File: src/rtl/mem_arb_pkg.sv
// Shared types for the data RAM arbiter: FSM state and current RAM owner.
package mem_arb_pkg;

    typedef enum logic {
        S_PIPE = 1'b0,
        S_LOAD = 1'b1
    } arb_state_e;

    typedef enum logic {
        OWN_PIPE = 1'b0,
        OWN_LOAD = 1'b1
    } arb_owner_e;

endpackage

File: src/rtl/data_mem_arbiter.sv
// Shares the single-port data RAM between the pipeline memory stage and the loader port.
// Latency: pipeline 0 cycles; loader write commits at the grant edge, loader read data 1 cycle after grant.
// Backpressure: loader waits on ld_gnt_o (at most MAX_WAIT cycles); pipeline frozen by pipe_stall_o (at most BURST_MAX cycles).
module data_mem_arbiter
    import mem_arb_pkg::*;
#(
    parameter int WIDTH     = 32,
    parameter int MAX_WAIT  = 4,
    parameter int BURST_MAX = 8
) (
    input  logic             clk,
    input  logic             rst_n,
    input  logic             pipe_req_i,
    input  logic             pipe_we_i,
    input  logic [WIDTH-1:0] pipe_addr_i,
    input  logic [WIDTH-1:0] pipe_wdata_i,
    output logic [WIDTH-1:0] pipe_rdata_o,
    output logic             pipe_stall_o,
    input  logic             ld_req_i,
    input  logic             ld_we_i,
    input  logic [WIDTH-1:0] ld_addr_i,
    input  logic [WIDTH-1:0] ld_wdata_i,
    input  logic             ld_last_i,
    output logic             ld_gnt_o,
    output logic [WIDTH-1:0] ld_rdata_o,
    output logic             ld_rvalid_o,
    output logic [WIDTH-1:0] ram_adr_o,
    output logic [WIDTH-1:0] ram_write_data_o,
    output logic             ram_write_enable_o,
    input  logic [WIDTH-1:0] ram_read_data_i
);

    localparam int WC_W = $clog2(MAX_WAIT + 1);
    localparam int BC_W = $clog2(BURST_MAX + 1);
    localparam logic [WC_W-1:0] WAIT_SAT  = WC_W'(MAX_WAIT);
    localparam logic [BC_W-1:0] BEAT_LAST = BC_W'(BURST_MAX - 1);

    arb_state_e      state, state_nxt;
    arb_owner_e      owner;
    logic [WC_W-1:0] wait_cnt, wait_cnt_nxt;
    logic [BC_W-1:0] beat_cnt, beat_cnt_nxt;
    logic            ld_gnt;
    logic            rd_capture;

    always_ff @(posedge clk or negedge rst_n) begin
        if (!rst_n) begin
            state       <= S_PIPE;
            wait_cnt    <= '0;
            beat_cnt    <= '0;
            ld_rdata_o  <= '0;
            ld_rvalid_o <= 1'b0;
        end else begin
            state       <= state_nxt;
            wait_cnt    <= wait_cnt_nxt;
            beat_cnt    <= beat_cnt_nxt;
            ld_rvalid_o <= rd_capture;
            if (rd_capture) begin
                ld_rdata_o <= ram_read_data_i;
            end
        end
    end

    always_comb begin
        owner        = OWN_PIPE;
        state_nxt    = state;
        wait_cnt_nxt = wait_cnt;
        beat_cnt_nxt = beat_cnt;

        // An idle memory stage or an exhausted starvation window lets the loader in.
        if (state == S_LOAD) begin
            owner = OWN_LOAD;
        end else if (ld_req_i && (!pipe_req_i || wait_cnt == WAIT_SAT)) begin
            owner = OWN_LOAD;
        end

        ld_gnt     = ld_req_i && (owner == OWN_LOAD);
        rd_capture = ld_gnt && !ld_we_i;

        if (ld_gnt) begin
            if (ld_last_i || beat_cnt == BEAT_LAST) begin
                state_nxt    = S_PIPE;
                beat_cnt_nxt = '0;
            end else begin
                state_nxt    = S_LOAD;
                beat_cnt_nxt = beat_cnt + BC_W'(1);
            end
        end else if (state == S_LOAD) begin
            // Loader dropped its request mid-burst: hand the port back.
            state_nxt    = S_PIPE;
            beat_cnt_nxt = '0;
        end

        if (ld_gnt || !ld_req_i) begin
            wait_cnt_nxt = '0;
        end else if (owner == OWN_PIPE && wait_cnt != WAIT_SAT) begin
            wait_cnt_nxt = wait_cnt + WC_W'(1);
        end
    end

    always_comb begin
        pipe_rdata_o = ram_read_data_i;
        if (owner == OWN_LOAD) begin
            ram_adr_o          = ld_addr_i;
            ram_write_data_o   = ld_wdata_i;
            ram_write_enable_o = rst_n && ld_req_i && ld_we_i;
        end else begin
            ram_adr_o          = pipe_addr_i;
            ram_write_data_o   = pipe_wdata_i;
            ram_write_enable_o = rst_n && pipe_req_i && pipe_we_i;
        end
        pipe_stall_o = rst_n && pipe_req_i && (owner == OWN_LOAD);
        ld_gnt_o     = rst_n && ld_gnt;
    end

endmodule
File: config.mk
export PLATFORM = sky130hd
export DESIGN_NAME = data_mem_arbiter
export DESIGN_NICKNAME = d
export VERILOG_FILES = /design/src/rtl/mem_arb_pkg.sv /design/src/rtl/data_mem_arbiter.sv
export SDC_FILE = /design/constraint.sdc
export NUM_CORES = 1
export LEC_CHECK = 0
export BUFFER_PORTS_ARGS = -buffer_cell sky130_fd_sc_hd__buf_2
export CORE_AREA = 2 2 116 118
export CTS_CLUSTER_SIZE = 12
export DETAILED_ROUTE_END_ITERATION = 10
export DIE_AREA = 0 0 118 120
export PLACE_DENSITY_LB_ADDON = 0.15
export REMOVE_ABC_BUFFERS = 1
export SYNTH_ARGS = -nofsm -noshare
export SYNTH_HDL_FRONTEND = slang
export SYNTH_SLANG_ARGS = --single-unit
File: constraint.sdc
create_clock -name clk -period 3.14 [get_ports clk]
set_input_delay 0.314 -clock clk [delete_from_list [all_inputs] [get_ports clk]]
set_output_delay 0.314 -clock clk [all_outputs]
set_load 0.1 [all_outputs]
==> impl_metrics.json <==
{
  "syn_to_final_growth_pct": 57.4,
  "postSynthCellCount": 222,
  "skew_ps": 5.45,
  "drv_cap": 0,
  "drtAntennaViolNets": 0,
  "path_max_fanout": 49,
  "run_status": "finished, final reports clean",
  "total_power_mw": 3.24,
  "cts_root_buf": "clkbuf_16",
  "clockPowerShare": 0.187,
  "num_vias": 2759,
  "dieArea_mm2": 0.0142,
  "combPwrFrac": 0.608,
  "maxSlewViolCount": 0,
  "cp-start-kind": "register",
  "cts_buffers": 5,
  "finalInstanceArea_mm2": 0.00447,
  "p_int_mw": 1.40,
  "die_y_um": 120,
  "diodes": 0,
  "ys_seq_area_frac": 0.361,
  "final_hold_viol_count": 0,
  "swShare": 0.566,
  "wl_per_cell_um": 15.3,
  "grt_usage": 0.136,
  "post_drt_via_cell_ratio": 4.14,
  "grt_max_degree": 50,
  "p_leak_nw": 2.45,
  "hold_path.class": "primary input to asynchronous set/reset pin",
  "wirelength_um": 10200,
  "die_w_um": 118,
  "critical_path_required_ps": 2830,
  "clkLatencyLatePin_ps": 280,
  "clock_path_buffers": 2,
  "grt-busiest-layer": "met2",
  "yosysTopAreaCellShare": 0.361,
  "slowest_stage": "mux2_1",
  "rsz0062_at_grt": "no",
  "cts.clk_slew.worst_paths_ps": 60,
  "yosysWarnings": 0,
  "portBuffers": 298,
  "overflow": 0,
  "synth_seq_cells": 41,
  "dp.cells": 658,
  "slowest_delay_ps": 380,
  "synth.area.top_cells": "dfrtp_1 36%, mux2_2 21%, mux2_4 15%, buf_4 9.0%, mux2_1 5.6%",
  "layout.cells.non_filler": 666,
  "use_met3": 0.0547,
  "grt_util_met2": 0.248,
  "fin_nets": 659,
  "dr.pass1.iters": 4,
  "grt_pass1_vias": 2665,
  "synthesis.area_mm2": 0.00284,
  "path_class": "register to primary output",
  "crit_chain": "inv_1 -> ha_1 -> a21bo_2 -> a21oi_4 -> buf_12 -> mux2_1 -> buf_2",
  "min_period_ps": 2650,
  "synth_top_cell_by_area": "dfrtp_1",
  "ios": 299,
  "slew_headroom": 0.537,
  "whs_ps": 22.9,
  "end_kind": "primary output",
  "cellPowerDensity_mw_per_mm2": 725,
  "post_synth_num_cell_types": 31,
  "cts_sinks": 41,
  "arrival_ps": 2340,
  "antenna_found_initial": 0,
  "p_seq_frac": 0.205,
  "start_util": 0.219,
  "setup_viol": 0,
  "grt_pass1_wl_um": 15000,
  "peakVddDrop_v": 0.000315,
  "avgSynthCellArea_um2": 12.8,
  "dp.final_hpwl_um": 8560,
  "final_common_cell": "buf_2",
  "worst_pin_slew_ps": 695,
  "cts_tree": "built",
  "p_switching_mw": 1.83,
  "htreeDepth": 2,
  "fmax_mhz": 377,
  "gp_congestion": 0.813,
  "met1_usage": 0.149,
  "drive_above_1_share": 0.814,
  "drt_iter0_markers": 39,
  "place_area_mm2": 0.00429,
  "post_cts_resized": 0,
  "core_mm2": 0.0130,
  "post_cts_buffers": 0,
  "period_share": 0.845,
  "postCtsHoldBufs": 0,
  "drc": 0,
  "mostFrequentLayoutCells": "297 x buf_2, 53 x mux2_2, 41 x dfrtp_1",
  "rows": 42
}
[power by group through the flow]
| stage | registers (mW) | logic [mW] | clock network (mW) |
|---|---|---|---|
| floorplan | 1.30 | 0.841 | 0 |
| global placement | 0.674 | 1.98 | 0 |
| detailed placement | 0.675 | 1.98 | 0 |
| CTS | 0.665 | 1.98 | 0.639 |
| global route | 0.677 | 2.02 | 0.650 |
| finish | 0.664 | 1.97 | 0.606 |
[routing by layer]
metal,wire length (µm),share of wire
met5,0,0
met2,5180,0.51
met3,1020,0.10
met1,3870,0.38
met4,87,0.0086
[flip-flops by register name (all words and copies together), names as in the netlist]
signal / flops
ld_rdata_o: 32
ld_rvalid_o: 1
beat_cnt: 4
wait_cnt: 3
state: 1
[worst max-delay path: cells and delay by family, from the launching register on]
family                     cells  cell delay, ps
buffers and inverters          3             630
AOI/OAI and AO/OA              2             440
adders and majority gates      1             220
DFF                            1             370
muxes                          1             380
[through the flow]
step | TNS (ps) | util | worst slack (ps)
final | 0 | 0.344 | 487
after global routing | 0 | 0.344 | 398
after CTS | 0 | 0.344 | 447
after detailed placement | 0 | 0.331 | 770
after global placement | 0 | 0.331 | 780
after floorplan | -43850 | - | -779
[synth_stat cells]
cell	count
o21ai_0	1
ha_1	3
nor2b_1	1
a21boi_0	1
or3b_1	1
a21bo_2	1
buf_2	4
xnor2_1	1
buf_6	5
o22ai_1	1
a21oi_2	1
nand3_1	2
nor2_1	3
o41ai_1	1
a221oi_1	2
nor3_1	2
o2111ai_1	1
dfrtp_1	41
a21boi_2	1
inv_1	6
o211ai_1	3
buf_4	34
mux2_1	14
mux2_4	29
o31ai_1	2
inv_2	2
and3_1	3
a2111o_1	1
a211o_1	1
mux2_2	53
mux2i_1	1
[cell type report]
type	count	area [µm²]
fillers	1371	8510
clock buffers	6	139
well taps	176	220
multi-input cells	130	1460
repair buffers	303	1560
flip-flops and latches	41	1030
inverters	8	30.0
clock inverters	2	37.5
[logic make-up after synthesis]
logic type | after synthesis | synth area share
mux | 97 | 0.422
buf+inv | 51 | 0.127
flops | 41 | 0.361
compound gates | 17 | 0.0498
simple gates | 12 | 0.0229
fa+ha+maj | 3 | 0.0132
xor+xnor | 1 | 0.00308
[worst paths after layout]
kind,cells past startpoint,end,slack (ps),startpoint
setup / recovery,7,ram_adr_o[19],490,wait_cnt[0]$_DFFE_PN0P_
hold / removal,1,ld_rdata_o[24]$_DFFE_PN0P_,20,rst_n
setup reg to reg,6,ld_rdata_o[19]$_DFFE_PN0P_,780,wait_cnt[0]$_DFFE_PN0P_
hold reg to reg,1,wait_cnt[0]$_DFFE_PN0P_,470,wait_cnt[0]$_DFFE_PN0P_
max in group asynchronous,2,ld_rdata_o[21]$_DFFE_PN0P_,2410,rst_n
min in group clk,2,ld_rdata_o[24]$_DFFE_PN0P_,270,ram_read_data_i[24]
(Power assumes the default switching activity.)
